[config.mk]
export PLATFORM = sky130hd
export DESIGN_NAME = microsequencer_stack
export DESIGN_NICKNAME = d
export VERILOG_FILES = /design/src/rtl/microsequencer_stack.sv
export SDC_FILE = /design/constraint.sdc
export NUM_CORES = 1
export LEC_CHECK = 0
export ABC_AREA = 1
export ABC_CLOCK_PERIOD_IN_PS = 8290
export BUFFER_PORTS_ARGS = -buffer_cell sky130_fd_sc_hd__buf_4
export CAP_MARGIN = 10
export CORE_ASPECT_RATIO = 0.75
export CORE_UTILIZATION = 35
export DETAILED_ROUTE_END_ITERATION = 6
export PLACE_DENSITY = 0.61
export SETUP_SLACK_MARGIN = 0.5
export SKIP_CTS_REPAIR_TIMING = 1
export SYNTH_ARGS = -nofsm -noshare
export SYNTH_HDL_FRONTEND = slang
export SYNTH_SLANG_ARGS = --single-unit
[constraint.sdc]
create_clock -name clock -period 8.29 [get_ports clock]
set_clock_uncertainty 0.1 [all_clocks]
set_input_delay 0.4145 -clock clock [delete_from_list [all_inputs] [get_ports clock]]
set_output_delay 0.4145 -clock clock [all_outputs]
set_load 0.05 [all_outputs]
[src/rtl/microsequencer_stack.sv]
// rtl/microsequencer_stack.sv - microprogram sequencer with subroutine stack, loop counter and map dispatch
// Optional SEQ_TRAP_EN: stack overflow/underflow vectors to TRAP_ADDR and pulses trap for one cycle.
module microsequencer_stack #(
  parameter int AW    = 12,
  parameter int DEPTH = 4,
  parameter int NCOND = 8,
  parameter int CW    = 8
`ifdef SEQ_TRAP_EN
  ,
  parameter logic [AW-1:0] TRAP_ADDR = AW'(12'hFFF)
`endif
) (
  input  logic                         clock,
  input  logic                         reset,
  input  logic [2:0]                   op,
  input  logic [$clog2(NCOND)-1:0]     cond_sel,
  input  logic                         cond_inv,
  input  logic [NCOND-1:0]             cond,
  input  logic                         relative,
  input  logic [AW-1:0]                d_in,
  input  logic [AW-1:0]                map_in,
  input  logic [CW-1:0]                cnt_in,
  input  logic                         stall,
  output logic [AW-1:0]                address,
  output logic [CW-1:0]                count,
  output logic [$clog2(DEPTH+1)-1:0]   stack_depth,
  output logic                         stack_err
`ifdef SEQ_TRAP_EN
  ,
  output logic                         trap
`endif
);

  localparam int DW = $clog2(DEPTH + 1);
  localparam int IW = (DEPTH > 1) ? $clog2(DEPTH) : 1;

  localparam logic [2:0] OP_NEXT  = 3'd0;
  localparam logic [2:0] OP_JUMP  = 3'd1;
  localparam logic [2:0] OP_CALL  = 3'd2;
  localparam logic [2:0] OP_RET   = 3'd3;
  localparam logic [2:0] OP_MAP   = 3'd4;
  localparam logic [2:0] OP_LOOP  = 3'd5;
  localparam logic [2:0] OP_LDCNT = 3'd6;

  logic [AW-1:0] r_stack [DEPTH];
  logic [AW-1:0] r_addr;
  logic [CW-1:0] r_cnt;
  logic [DW-1:0] r_depth;
  logic          r_err;

  logic          w_taken;
  logic [AW-1:0] w_target;
  logic [AW-1:0] w_inc;
  logic          w_full;
  logic          w_empty;
  logic [IW-1:0] w_push_idx;
  logic [IW-1:0] w_pop_idx;

  // Select 0 is the hard "always" condition, so cond[0] never reaches the mux output.
  assign w_taken    = ((cond_sel == '0) ? 1'b1 : cond[cond_sel]) ^ cond_inv;
  assign w_target   = relative ? (r_addr + d_in) : d_in;
  assign w_inc      = r_addr + AW'(1);
  assign w_full     = (r_depth == DW'(DEPTH));
  assign w_empty    = (r_depth == '0);
  assign w_push_idx = IW'(r_depth);
  assign w_pop_idx  = IW'(r_depth - DW'(1));

`ifdef SEQ_TRAP_EN
  logic r_trap;
  assign trap = r_trap;
`endif

  always_ff @(posedge clock) begin
    if (reset) begin
      r_addr  <= '0;
      r_cnt   <= '0;
      r_depth <= '0;
      r_err   <= 1'b0;
      for (int i = 0; i < DEPTH; i++) r_stack[i] <= '0;
`ifdef SEQ_TRAP_EN
      r_trap  <= 1'b0;
`endif
    end else if (!stall) begin
`ifdef SEQ_TRAP_EN
      r_trap <= 1'b0;
`endif
      case (op)
        OP_NEXT: r_addr <= w_inc;
        OP_JUMP: r_addr <= w_taken ? w_target : w_inc;
        OP_CALL: begin
          if (!w_taken) begin
            r_addr <= w_inc;
          end else if (w_full) begin
            r_err <= 1'b1;
`ifdef SEQ_TRAP_EN
            r_addr <= TRAP_ADDR;
            r_trap <= 1'b1;
`else
            r_addr <= w_target;
`endif
          end else begin
            r_stack[w_push_idx] <= w_inc;
            r_depth             <= r_depth + DW'(1);
            r_addr              <= w_target;
          end
        end
        OP_RET: begin
          if (!w_taken) begin
            r_addr <= w_inc;
          end else if (w_empty) begin
            r_err <= 1'b1;
`ifdef SEQ_TRAP_EN
            r_addr <= TRAP_ADDR;
            r_trap <= 1'b1;
`else
            r_addr <= w_inc;
`endif
          end else begin
            r_addr  <= r_stack[w_pop_idx];
            r_depth <= r_depth - DW'(1);
          end
        end
        OP_MAP: r_addr <= map_in;
        OP_LOOP: begin
          if (r_cnt != '0) begin
            r_cnt  <= r_cnt - CW'(1);
            r_addr <= w_target;
          end else begin
            r_addr <= w_inc;
          end
        end
        OP_LDCNT: begin
          r_cnt  <= cnt_in;
          r_addr <= w_inc;
        end
        default: ; // HOLD
      endcase
    end
  end

  assign address     = r_addr;
  assign count       = r_cnt;
  assign stack_depth = r_depth;
  assign stack_err   = r_err;

endmodule

# == Word level (Yosys, flattened, before mapping) ==
# Memories as Yosys holds them, arrays and structs flattened.
# Cells that the tools add are included.
# word_totals
register_bits,24
mem_bits_rw,48
inputBits,51
output_inout_bits,24
word_cells,73
n_memories,1
# classes
n_addsub,5
n_lt_le_gt_ge,1
eq_ne,14
mux,32
n_bitwise,2
reduce_logical,14
# mem_list
memory,words,word_bits,rd,rd_ports_with_merged_regs,wr,line_no,rtl
r_stack,4,12,1,0,4,45,logic [AW-1:0] r_stack [DEPTH];
# ops
cell,count
2-to-1 mux 12 bit,6
one-hot mux 12 bit (5 select lines),1
one-hot mux 8 bit (2 select lines),1
2-to-1 mux 1 bit,15
"!= test 2 bit, second input constant",7
"adder 12 x 1 -> 12 bit, second input constant",1
adder 12 bit,1
"== test 3 bit, second input constant",4
2-to-1 mux 3 bit,4
AND reduction 6 bit,2
OR reduction 12 bit,1
zero test 3 bit,3
2-to-1 mux 8 bit,1
nonzero test 8 bit,1
"subtractor 8 x 1 -> 8 bit, second input constant",1
"== test 3 x 2 -> 1 bit, second input constant",2
one-hot mux 3 bit (2 select lines),1
nonzero test 5 bit,1
"< comparator 3 x 4 -> 1 bit, second input constant",1
nonzero test 2 bit,2
OR reduction 2 bit,2
"adder 3 x 1 -> 3 bit, second input constant",1
binary-select mux 1 bit (select 3 bit),1
"== test 3 x 1 -> 1 bit, second input constant",1
7 further kinds,7

# == Depth between registers and ports, before layout ==
# Gate-level depths: netlist of run 1.
# depth
word_depth,11
ltp_mapped,16
ltp_nobuf,16

# == Least setup slack after synthesis of run 1 ==
# Ideal clock, no wire load.
# synth_timing
path_kind,register -> register
start,"reg r_depth[0], in the netlist stack_depth[0]"
end,mem r_stack[3][0] (enable)
setup_ps,417
arrival_time_ps,3121
t_required_ps,7773
path_slack_ps,4652
stages_incl_launch_ff,8
synth_period_minus_slack_ps,3638
path_cell_list,dfxtp_1 > buf_2 > inv_2 > buf_2 > ha_1 > a211oi_2 > nand2_1 > o41ai_1
# synth_rtl
item,line_no,rtl
start: declaration,48,logic [DW-1:0] r_depth;
start signal: assignment,103,r_depth <= r_depth + DW'(1);
start signal: assignment,120,r_depth <= r_depth - DW'(1);
end: declaration,45,

==> results by group, run 1 <==
Setup path
  • Worst setup EP type: register
  • CP top delay family: simple AND/OR/NAND/NOR gates
  • WP buf/inv: 1
  • CP max-delay cell: or2_1
  • CP max FO: 20
  • CP Data Arrival Time: 3.13 ns
  • CP Depth: 6
  • Sequence of cells on the critical path: inv_1, ha_1, a211oi_2, nand4_2, or2_1, nand2_1
  • Worst r2r path cells: 6
  • Worst Setup Path Type: register to register
  • Crit start category: register
  • CP max stage delay: 0.56 ns
  • Worst EP required: 8.17 ns

Logic synthesis
  • Syn. warnings: 0
  • Mapped Cells: 740
  • Post-synth cell types: 48
  • Post-synth EDFFs: 48
  • Synth area leader: edfxtp_1
  • Syn Nets: 809
  • Mapped Area: 5200 sq um
  • Seq/Total Area, Yosys: 0.369
  • Yosys reg bits: 72
  • Syn_area_per_cell: 7.03 sq um
  • Synth top area share: 0.277
  • Top_reg_cell synth: edfxtp_1
  • Synth top area cells: edfxtp_1 28%, nand2_1 14%, dfxtp_1 9.2%, nor2_1 8.4%, nand3_1 6.9%
  • FFs w/ async S/R, synth: 0

GRT
  • Antenna violations before repair: 0
  • GRT overflow: 0
  • Total GRT Usage: 0.194
  • First-pass GRT wire length: 22900 um
  • Vias in the first global route: 4558
  • Largest net degree at the start of global routing: 30

Floorplan
  • Die area: 15400 sq um
  • Die height: 108 um
  • Core ar.: 14500 sq um
  • # rows: 38
  • Starting density of the core: 0.359
  • Die extent in x: 143 um
  • IO Count: 75

STA
  • Period utilisation layout: 0.392
  • RSZ-0062 raised after global routing: no
  • Setup-failing EPs final: 0
  • Worst slew margin: 0.152
  • Final Critical Period: 3.25 ns
  • F_max: 308 MHz
  • Fin. Hold Viols: 0
  • Slew Limit Fails: 0
  • Worst hold slack: 0.179 ns
  • Sum Neg Setup Slack: 0 ns
  • Slew @ Worst Pin: 1.27 ns

Routing
  • Detailed Route WL: 14200 um
  • Routed wl met3: 866 um
  • DR top layer: met4
  • DRC: 0
  • Initial drt markers: 348
  • TritonRoute pass-1 iters: 5
  • Final antenna-violating net count: 0
  • Via/cell ratio: 4.99
  • Met2 WL post-DR: 5860 um
  • Vias: 5005
  • WL met1: 7350 um
  • Routed WL per cell: 14.1 um

Clock tree
  • Maximum root-to-sink buffer count: 2
  • Clock transition at path regs: 0.06 ns
  • Clk_lat worst skew: 0.34 ns
  • TritonCTS clock tree: yes
  • # H-tree levels: 3
  • CTS sink count: 72
  • Clk root buf: clkbuf_16
  • CTS Buf Count: 9

Layout
  • Final Net Count: 868
  • Number of diodes: 0
  • Fraction of layout cells with a size suffix above 1: 0.169
  • Final Instance Area: 6170 sq um
  • Filler cell count: 1533
  • Layout area overhead: 18.5%

Placed design
  • Placement Cell Area: 5880 sq um
  • Hpwl dp: 10600 um
  • # port buffers: 73
  • Placer Congestion: 0.845

Min path
  • Hold Crit Class: input port to register
  • Hold path depth: 2

Pwr
  • VDD IR-drop max: 0.102 mV
  • Overall Power: 1.07 mW
  • Pleak: 2.79 nW
  • Pwr dens: 174 nW/um^2

Run
  • Max_cap viols: 0

Run status
  • Status: finished clean
## cell families (layout without fill, tap and decap cells)
group | count (synthesis) | in the layout | synth area share
fa+ha+maj | 18 | 18 | 0.0447
buf+inv | 99 | 163 | 0.0810
mux | 2 | 2 | 0.00385
flops | 72 | 72 | 0.369
compound gates | 105 | 105 | 0.113
xor+xnor | 15 | 15 | 0.0252
simple gates | 429 | 429 | 0.363
## layer usage
metal	up-vias	GRT usage
li1	2566	-
met2	145	0.281
met3	10	0.0418
met1	2284	0.287
met5	-	0
met4	0	0.0484
## registers in the layout, summed over array words and instances (netlist names)
name and flops:
r_stack 48, address 12, count 8, stack_depth 3
stack_err 1
## placed cells by master (no fill, tap or decap), types with 3 or more instances in the layout
cell | synthesis | final
nand2_1 | 193 | 193
nor2_1 | 117 | 117
buf_4 | 5 | 76
nand3_1 | 72 | 72
inv_1 | 56 | 56
edfxtp_1 | 48 | 48
o21ai_0 | 41 | 41
dfxtp_1 | 24 | 24
a21oi_1 | 22 | 22
o21ai_1 | 17 | 17
ha_1 | 17 | 17
inv_2 | 15 | 15
xor2_1 | 11 | 11
clkbuf_16 | 0 | 9
nor3_1 | 7 | 7
nor2_2 | 7 | 7
nand4_1 | 6 | 6
o22ai_1 | 6 | 6
or2_2 | 5 | 5
a31oi_1 | 5 | 5
nand3b_1 | 4 | 4
nand2_2 | 4 | 4
xnor2_1 | 4 | 4
nand3_2 | 3 | 3
nand2_4 | 3 | 3
o211ai_1 | 3 | 3
## final cells by class
cell class                 count  area (sq um)  area share
tap                          200           250      0.0406
clock inverter                 6          60.1     0.00974
inverter                      71           267      0.0432
multi-input combinational    569          2870       0.465
clock buffer                  10           229      0.0371
sequential                    72          1920       0.312
timing repair buffer          76           571      0.0925
## power breakdown
part | switching, mW | internal, mW
registers | 0.0179 | 0.399
logic | 0.178 | 0.0932
clock network | 0.154 | 0.231
## final timing paths
kind | from | to | slack, ns
min | reset | count[6] | 0.18
max reg2reg | stack_depth[1] | r_stack[2][7] | 5.04
max | stack_depth[1] | r_stack[2][7] | 5.04
min reg2reg | stack_err | stack_err | 0.36
## through the flow
| stage | setup WS (ns) | cells | utilization |
|---|---|---|---|
| after floorplan | 4.65 | 740 | - |
| after global placement | 4.88 | 988 | 0.405 |
| after detailed placement | 4.92 | 988 | 0.405 |
| after CTS | 5.01 | 1004 | 0.425 |
| after global routing | 4.78 | 1004 | 0.425 |
| final | 5.04 | 1004 | 0.425 |
## synthesized netlist by cell type (5+ instances only)
master    instances
nand2_1         193
nor2_1          117
nand3_1          72
inv_1            56
edfxtp_1         48
o21ai_0          41
dfxtp_1          24
a21oi_1          22
ha_1             17
o21ai_1          17
inv_2            15
clkbuf_1         12
xor2_1           11
buf_2             7
nor2_2            7
nor3_1            7
nand4_1           6
o22ai_1           6
a31oi_1           5
buf_4             5
or2_2             5
(Power assumes the default switching activity.)
==> inputs of run 2 (changes only) <==
--- a/config.mk
+++ b/config.mk
@@ -6,7 +6,7 @@
 export NUM_CORES = 1
 export LEC_CHECK = 0
 export ABC_AREA = 1
-export ABC_CLOCK_PERIOD_IN_PS = 8290
+export ABC_CLOCK_PERIOD_IN_PS = 3100
 export BUFFER_PORTS_ARGS = -buffer_cell sky130_fd_sc_hd__buf_4
 export CAP_MARGIN = 10
 export CORE_ASPECT_RATIO = 0.75
==> constraint.sdc (replaced) <==
create_clock -name clock -period 3.1 [get_ports clock]
set_clock_uncertainty 0.1 [all_clocks]
set_input_delay 0.155 -clock clock [delete_from_list [all_inputs] [get_ports clock]]
set_output_delay 0.155 -clock clock [all_outputs]
set_load 0.05 [all_outputs]
==> run 2 against run 1 <==
The flow now finishes with violations (negative hold slack). Combinational power grew to 2.7 times the previous value. Non-clock buffer count is 7 higher. Clock-buffer cell count is 1 lower. Critical endpoint is now r_stack[2][0]. Largest cell class unchanged. Largest power group is now the clock network.
==> results by group, run 2 (synthesis results as in run 1) <==
Run status
  • Status: finished with violations
  • Failing checks: negative hold slack

STA
  • Slew Limit Fails: 0
  • Final Critical Period: 2.39 ns
  • Sum Neg Setup Slack: 0 ns
  • Worst hold slack: -0.0131 ns
  • F_max: 418 MHz
  • Setup-failing EPs final: 0
  • Fin. Hold Viols: 1
  • RSZ-0062 raised after global routing: no
  • Slew @ Worst Pin: 0.831 ns
  • Period utilisation layout: 0.771
  • Worst slew margin: 0.445

Layout
  • FF+latch area: 1930 sq um
  • Core Util, Final: 0.434
  • Final Net Count: 875
  • Number of diodes: 0
  • Fraction of layout cells with a size suffix above 1: 0.184
  • Filler cell count: 1486
  • Most flops, register: r_stack
  • Largest register FFs: 48
  • Commonest cells after routing, fill and taps aside: 190 x nand2_1, 116 x nor2_1, 81 x buf_4
  • Layout area overhead: 21.0%
  • Commonest non-fill, non-tap cell in the layout: nand2_1
  • Multi-input logic area: 2900 sq um

Floorplan
  • Die extent in x: 143 um
  • Starting density of the core: 0.359
  • IO Count: 75
  • Die height: 108 um
  • Die area: 15400 sq um
  • # rows: 38
  • Core ar.: 14500 sq um

Pwr
  • Comb pwr share: 0.249
  • Pleak: 2.86 nW
  • Overall Power: 2.99 mW
  • Seq pwr share: 0.374
  • Cell-internal power: 2.03 mW
  • NetSw: 959 uW
  • Clock power share: 0.377
  • Sw Ratio: 0.321
  • VDD IR-drop max: 0.238 mV
  • Pwr dens: 474 nW/um^2

GRT
  • Vias in the first global route: 4516
  • Antenna violations before repair: 0
  • First-pass GRT wire length: 23900 um
  • GRT overflow: 0
  • Largest net degree at the start of global routing: 30
  • Total GRT Usage: 0.203

Routing
  • Detailed Route WL: 14900 um
  • Vias: 5066
  • WL met1: 7590 um
  • DR top layer: met4
  • Initial drt markers: 309
  • Met2 WL post-DR: 6180 um
  • TritonRoute pass-1 iters: 5
  • Final antenna-violating net count: 0
  • Routed WL per cell: 14.7 um
  • DRC: 0
  • Via/cell ratio: 5.01
  • Routed wl met3: 1020 um

Setup path
  • Crit path from: stack_depth[1]
  • Worst r2r src: stack_depth[1]
  • Worst EP required: 3.03 ns
  • CP max FO: 12
  • Worst setup EP type: register
  • CP Data Arrival Time: 2.32 ns
  • Worst Setup Path Type: register to register
  • Crit start category: register

Clock tree
  • CTS sink count: 72
  • Maximum root-to-sink buffer count: 2
  • Clk root buf: clkbuf_16
  • Clock transition at path regs: 0.06 ns
  • TritonCTS clock tree: yes
  • # H-tree levels: 3
  • CTS Buf Count: 9
  • Clk_lat worst skew: 0.34 ns

Placed design
  • # port buffers: 73
  • Hpwl dp: 10800 um
  • Placer Congestion: 0.874

Run
  • Max_cap viols: 0

Min path
  • Hold Crit Class: input port to register
  • Min-delay src: cnt_in[4]
[run 2: cell count changes in the layout (fill, tap and decap cells not counted), moves of 2 or more]
| cell | before | now |
|---|---|---|
| dlygate4sd3_1 | 0 | 2 |
| buf_4 | 76 | 81 |
| nand2_1 | 193 | 190 |
| dfxtp_2 | 0 | 2 |
| nand2_4 | 3 | 6 |
| dfxtp_1 | 24 | 21 |
[run 2: final cells by class]
cell class              count  area share
inverters                  71      0.0423
well taps                 200      0.0397
flip-flops and latches     72       0.306
repair buffers             83      0.0997
clock inverters             7      0.0151
clock buffers               9      0.0358
multi-input cells         569       0.461
[run 2: power by group through the flow]
stage	Clock (mW)	Combinational, mW	Sequential (mW)
after floorplan	0	0.450	1.20
after global placement	0	0.732	1.13
after detailed placement	0	0.735	1.14
after CTS	1.15	0.737	1.12
after global routing	1.19	0.829	1.12
final	1.13	0.744	1.12
[run 2: critical path, cell delays in order (launching register included)]
cell and delay, ns:
dfxtp_2 0.42, inv_1 0.13, ha_1 0.23, a211oi_2 0.31, nand4_2 0.25, or2_1 0.41, nand2_4 0.23
[run 2: final timing paths]
path,cells past startpoint,endpoint,slack [ns]
setup / recovery,6,r_stack[2][0],0.71
hold / removal,3,count[4],-0.01
setup reg to reg,6,r_stack[2][0],0.71
hold reg to reg,2,stack_err,0.35
[run 2: routing by layer]
metal | vias up | track usage
met3 | 10 | 0.0472
li1 | 2579 | -
met4 | 0 | 0.0369
met1 | 2324 | 0.301
met2 | 153 | 0.299
met5 | - | 0
[run 2: stage by stage]
step,hold WS [ns],instances,instance area [sq um],setup WS [ns]
2_1_floorplan,0.124,740,5250,0.516
3_3_place_gp,0.274,993,5950,0.630
3_5_place_dp,0.270,993,5950,0.594
4_1_cts,-0.0943,1009,6270,0.581
5_1_grt,0.00709,1011,6300,0.505
6_report,-0.0131,1011,6300,0.710
